$ cat src/rtl/vga_fb_arbiter.sv
// Framebuffer RAM scheduler: shares one single-port RAM between the VGA
// scan-out fetch (guaranteed phase-0 slot inside the visible window) and two
// game-logic writers arbitrated round-robin in the remaining slots.
module vga_fb_arbiter #(
   parameter int FB_W    = 320,
   parameter int FB_H    = 240,
   parameter int ADDR_W  = 17,
   parameter int DATA_W  = 8,
   parameter int X_START = 145,
   parameter int Y_START = 36
) (
   input  logic              CLOCK_50,
   input  logic              KEY0,
   input  logic              pix_en,
   input  logic [10:0]       x,
   input  logic [10:0]       y,
   input  logic              req0,
   input  logic [ADDR_W-1:0] addr0,
   input  logic [DATA_W-1:0] data0,
   output logic              gnt0,
   input  logic              req1,
   input  logic [ADDR_W-1:0] addr1,
   input  logic [DATA_W-1:0] data1,
   output logic              gnt1,
   output logic [ADDR_W-1:0] mem_addr,
   output logic              mem_we,
   output logic [DATA_W-1:0] mem_wdata,
   input  logic [DATA_W-1:0] mem_rdata,
   output logic [DATA_W-1:0] pix_data,
   output logic              err_oob
);

   localparam logic [ADDR_W-1:0] FB_SIZE = ADDR_W'(FB_W * FB_H);
   localparam logic [10:0] X_END = 11'(X_START + 2 * FB_W);
   localparam logic [10:0] Y_END = 11'(Y_START + 2 * FB_H);

   logic              phase_q, phase_d;
   logic              last_q, last_d;      // 1: writer 1 was granted last
   logic              rd_q, rd_d;          // display read issued last cycle
   logic              blank_q, blank_d;    // out-of-window pixel strobed last cycle
   logic [ADDR_W-1:0] addr_q, addr_d;
   logic [DATA_W-1:0] wdata_q, wdata_d;
   logic [DATA_W-1:0] pix_q, pix_d;

   logic              cur_phase, in_win, disp_rd, slot;
   logic              w0, w1, oob0, oob1;
   logic [ADDR_W-1:0] row, col, rd_addr;

   // Window test and pixel-doubled read address (row*320 = row*256 + row*64)
   always_comb begin
      in_win  = (x >= 11'(X_START)) && (x < X_END) &&
                (y >= 11'(Y_START)) && (y < Y_END);
      row     = ADDR_W'((y - 11'(Y_START)) >> 1);
      col     = ADDR_W'((x - 11'(X_START)) >> 1);
      rd_addr = (row << 8) + (row << 6) + col;
   end

   // Slot decode, round-robin arbitration and RAM port drive; all gated by
   // KEY0 so a reset kills an in-flight grant within the same cycle
   always_comb begin
      cur_phase = pix_en ? 1'b0 : phase_q;
      disp_rd   = KEY0 & ~cur_phase & in_win;
      slot      = KEY0 & ~disp_rd;
      w1        = slot & req1 & (~req0 | ~last_q);
      w0        = slot & req0 & ~w1;
      oob0      = (addr0 >= FB_SIZE);
      oob1      = (addr1 >= FB_SIZE);

      gnt0      = w0;
      gnt1      = w1;
      mem_we    = (w0 & ~oob0) | (w1 & ~oob1);
      err_oob   = (w0 & oob0) | (w1 & oob1);

      mem_addr  = addr_q;
      mem_wdata = wdata_q;
      if (disp_rd) begin
         mem_addr = rd_addr;
      end else if (w0) begin
         mem_addr  = addr0;
         mem_wdata = data0;
      end else if (w1) begin
         mem_addr  = addr1;
         mem_wdata = data1;
      end
      pix_data  = pix_q;
   end

   // Next-state: phase toggles, grant history, read-return pipeline
   always_comb begin
      phase_d = ~cur_phase;
      last_d  = w1 ? 1'b1 : (w0 ? 1'b0 : last_q);
      rd_d    = disp_rd;
      blank_d = KEY0 & pix_en & ~in_win;
      addr_d  = mem_addr;
      wdata_d = mem_wdata;
      pix_d   = pix_q;
      if (rd_q) begin
         pix_d = mem_rdata;
      end else if (blank_q) begin
         pix_d = '0;
      end
   end

   // State registers, cleared asynchronously by KEY0
   always_ff @(posedge CLOCK_50 or negedge KEY0) begin
      if (!KEY0) begin
         phase_q <= 1'b0;
         last_q  <= 1'b1;
         rd_q    <= 1'b0;
         blank_q <= 1'b0;
         addr_q  <= '0;
         wdata_q <= '0;
         pix_q   <= '0;
      end else begin
         phase_q <= phase_d;
         last_q  <= last_d;
         rd_q    <= rd_d;
         blank_q <= blank_d;
         addr_q  <= addr_d;
         wdata_q <= wdata_d;
         pix_q   <= pix_d;
      end
   end

endmodule

$ cat config.mk
export PLATFORM = sky130hd
export DESIGN_NAME = vga_fb_arbiter
export DESIGN_NICKNAME = d
export VERILOG_FILES = /design/src/rtl/vga_fb_arbiter.sv
export SDC_FILE = /design/constraint.sdc
export NUM_CORES = 1
export LEC_CHECK = 0
export CAP_MARGIN = 20
export CORE_UTILIZATION = 47
export DETAILED_ROUTE_END_ITERATION = 8
export PLACE_DENSITY = 0.87
export SYNTH_ARGS = -nofsm -noshare
export SYNTH_HDL_FRONTEND = slang
export SYNTH_SLANG_ARGS = --single-unit
$ cat constraint.sdc
create_clock -name CLOCK_50 -period 11.1 [get_ports CLOCK_50]
set_clock_uncertainty 0.15 [all_clocks]
set_input_delay 2.22 -clock CLOCK_50 [delete_from_list [all_inputs] [get_ports CLOCK_50]]
set_output_delay 2.22 -clock CLOCK_50 [all_outputs]
set_load 0.01 [all_outputs]
==> metrics.sh <==
PERIOD_SHARE=0.838
YOSYSWARNINGS=0
HOLD_START='pix_data[4]$_DFFE_PN0P_'
POSTLAYOUTCOREUTIL=0.718
CTSRESIZECOUNT=0
CTS_INSERTED_BUFFERS=5
TOP_USAGE_LAYER='met2'
HOLD_BUFFERS=0
WORST-SLEW-PIN-TRANSITION_PS=988
MAPPED_CELLS=316
CRITICAL_PATH_CLASS='input pin to output port'
POWER.STATIC_LEAKAGE_nW=1.79
SYNTH_FF_TYPE='sky130_fd_sc_hd__dfrtp_1'
SLEW_HEADROOM=0.336
CLOCK_POWER_SHARE=0.236
SYNTH_SEQ_AREA_SHARE=0.312
LAYOUT_STAGE_AREA_GROWTH_OVER_THE_SYNTHESIS_RESULT_PCT=45.5
PWR_DENSITY_CELL_nW_PER_UM2=121
P_SW_mW=0.173
HTREEDEPTH=2
CTS_SETUP_BUFFERS=0
SLEW_VIOLATIONS=0
FINALNETCOUNT=540
FINALSETUPVIOLATIONS=0
HORIZONTAL_DIE_DIMENSION_UM=81.5
FINAL_ANTENNA_NET_COUNT=0
SYNTH_TOP_CELLS_BY_COUNT='sky130_fd_sc_hd__dfrtp_1, sky130_fd_sc_hd__a21oi_1, sky130_fd_sc_hd__a22o_1, sky130_fd_sc_hd__inv_1, sky130_fd_sc_hd__nor2_1'
START_OF_THE_WORST_REGISTER_TO_REGISTER_PATH='last_q$_DFFE_PN1P_'
DR.FIRST_ITER.DRC_COUNT=212
ANTENNA-DIODE-COUNT=0
GLOBAL_ROUTE.USAGE.TOTAL=0.284
STATUS='finished, final reports clean'
CRITPATHMAXFANOUT=6
CELL_WITH_THE_LARGEST_STAGE_DELAY_ON_THE_WORST_PATH='sky130_fd_sc_hd__nor4_2'
CTS.ROOT.BUFFER_CELL='sky130_fd_sc_hd__clkbuf_8'
HOLD_PATH.CLASS='register to register'
FINAL.MIN_CLOCK_PERIOD_PS=9300
SWSHARE=0.332
FLOORPLAN.INITIALDENSITY=0.494
INSERTION_DELAY_PS=300
DESIGN.DIE.AREA_UM2=6650
ASYNC_RESET_FF_FRAC=1.00
DIE_HEIGHT_UM=81.5
CORE.ROWCOUNT=28
GR-USAGE-MET1=0.360
ROUTEDWLPERCELL_UM=18.0
FILL_CELLS=481
GRT_SETUP_UNREPAIRED='no'
SYNTH_TOP_AREA_CELL='sky130_fd_sc_hd__dfrtp_1'
DESIGN.PORTCOUNT=122
GR-USAGE-MET2=0.489
GRT_PASS1_WL_UM=14300
DP_HPWL_UM=6990
SYNTH.NET_COUNT=425
CORE_REGION_UM2=6030
YS_FF_LATCH=37
GPL.FINAL_WEIGHTED_CONGESTION=0.970
GLOBAL_ROUTE.USAGE.MET3=0.0467
AVGSYNTHCELLAREA_UM2=9.41
CRITPATHMAXSTAGEDELAY_PS=780
CTS.SINK_COUNT=37
POWER_REPORT.INTERNAL_TOTAL_mW=0.350
VIA_COUNT=3046
FIRST_GLOBAL_VIAS=2935
TIMING.CRITICAL_PATH.TO_TYPE='output port'
WORSTSETUPSTARTPOINTTYPE='input pin'
CTSLONGESTPATHBUFFERS=2
DRT-TOTAL-WL_UM=9110
SYNTH_EDF_COUNT=0
INITIAL_ANTENNA_VIOLATION_COUNT=0
FINAL_LAYOUT_SIZE_SUFFIX_GT1_FRAC=0.0671
SYNTH.TOP_CELLS.BY_AREA='sky130_fd_sc_hd__dfrtp_1, sky130_fd_sc_hd__ha_1, sky130_fd_sc_hd__fa_1'
SYN_AREA_UM2=2970
PEAKVDDDROP_uV=91.5
POST_DR_VIAS_CELL=6.01
CLK_PIN_SLEW_WORST_PATHS_PS=80
GRT_MAX_DEGREE=46
CP.REQUIRED_PS=8730
DRT_DRC=0
FIN_TNS_SETUP_PS=0
CRIT_PATH_START='x[2]'
CTS_TREE='yes'
PORTBUFS=121
COMB_POWER_SHARE=0.456
GRT_OVERFLOW_TOTAL=0
DRT-PASS1-ITER-COUNT=5
TIMING.CRITICAL_PATH.ARRIVAL_PS=6930
CRITICAL_PATH.CELL_CHAIN='clkdlybuf4s50_1, o41ai_4, a21boi_0, nor4_2, fa_1, ha_1, o21ai_0, nand2b_1, a31oi_1, o21ai_0, xnor2_1, a22oi_1, clkdlybuf4s50_1'
YOSYS.CELL_COUNT.TOP_TYPE='sky130_fd_sc_hd__dfrtp_1'
SYNTH.TOP_CELL.AREA_SHARE=0.303
TIMING_HOLD_VIOLATIONS_FINAL=0
DISTINCT_CELL_TYPE_COUNT_OF_THE_SYNTHESIZED_NETLIST=52
MAX_CAPACITANCE_VIOLATION_COUNT=0
FMAX_MHz=108
SEQ_POWER_SHARE=0.308
## cell type report
type	count	area [µm²]	area share
clock buffers	7	86.3	0.0199
clock inverters	1	30.0	0.00694
inverters	22	82.6	0.0191
multi-input cells	239	1860	0.431
flip-flops and latches	37	927	0.214
well taps	75	93.8	0.0217
repair buffers	126	1240	0.287
## registers in the layout, summed over array words and instances, names as in the netlist
register	flops
wdata_q	8
rd_q	1
addr_q	17
last_q	1
pix_data	8
phase_q	1
blank_q	1
## per-stage QoR
| stage | setup slack [ps] | power, mW | instance area (µm²) | std cells | hold WS [ps] |
|---|---|---|---|---|---|
| 2_1_floorplan | 2750 | 0.294 | 2970 | 316 | 382 |
| 3_3_place_gp | 1880 | 0.395 | 4210 | 499 | 330 |
| 3_5_place_dp | 1770 | 0.400 | 4210 | 499 | 335 |
| 4_1_cts | 1770 | 0.523 | 4330 | 507 | 357 |
| 5_1_grt | 1480 | 0.555 | 4330 | 507 | 363 |
| 6_report | 1800 | 0.523 | 4330 | 507 | 352 |
## cell usage in the layout (no fill, tap or decap), drive strengths merged, types with 15 or more instances in the layout
cell type	count
dfrtp	36
a21oi	26
o211ai	19
o21ai	18
clkdlybuf4s50	120
ha	15
inv	22
a22oi	16
nor2	20
a22o	20
## worst paths after layout
kind / cells after the start / to / slack, ps
worst max-delay path: 13 / mem_addr[16] / 1800
worst min-delay path: 1 / pix_data[4]$_DFFE_PN0P_ / 350
worst max register to register: 5 / addr_q[10]$_DFF_PN0_ / 8770
worst min register to register: 1 / pix_data[4]$_DFFE_PN0P_ / 350
max in group asynchronous: 2 / addr_q[15]$_DFF_PN0_ / 8570
min in group asynchronous: 2 / pix_data[2]$_DFFE_PN0P_ / 1850
## critical path: cells and delay by family
kind,cells,cell delay [ps]
and+or+nand+nor,2,860
buffers and inverters,2,1160
AOI/OAI and AO/OA,6,1610
adders and majority gates,2,920
xor gates and xnor gates,1,150
## power by group through the flow
stage               logic, mW  registers, mW  clock network (mW)
finish                  0.239          0.161               0.123
floorplan               0.131          0.163                   0
CTS                     0.238          0.161               0.124
detailed placement      0.236          0.164                   0
global route            0.261          0.163               0.131
global placement        0.232          0.163                   0
## metal layers
metal  part of all wire  up-vias
li1                   -     1416
met1               0.40     1446
met2               0.49      174
met3              0.093       10
met4              0.014        0
met5                  0        -
## logic make-up after synthesis
group | count (synthesis) | share of synthesized area
simple gates | 58 | 0.0951
xor+xnor | 24 | 0.0707
fa+ha+maj | 24 | 0.124
buf+inv | 40 | 0.0635
flops | 37 | 0.312
compound gates | 133 | 0.335
Note: power is estimated with default switching activity, not from simulation.
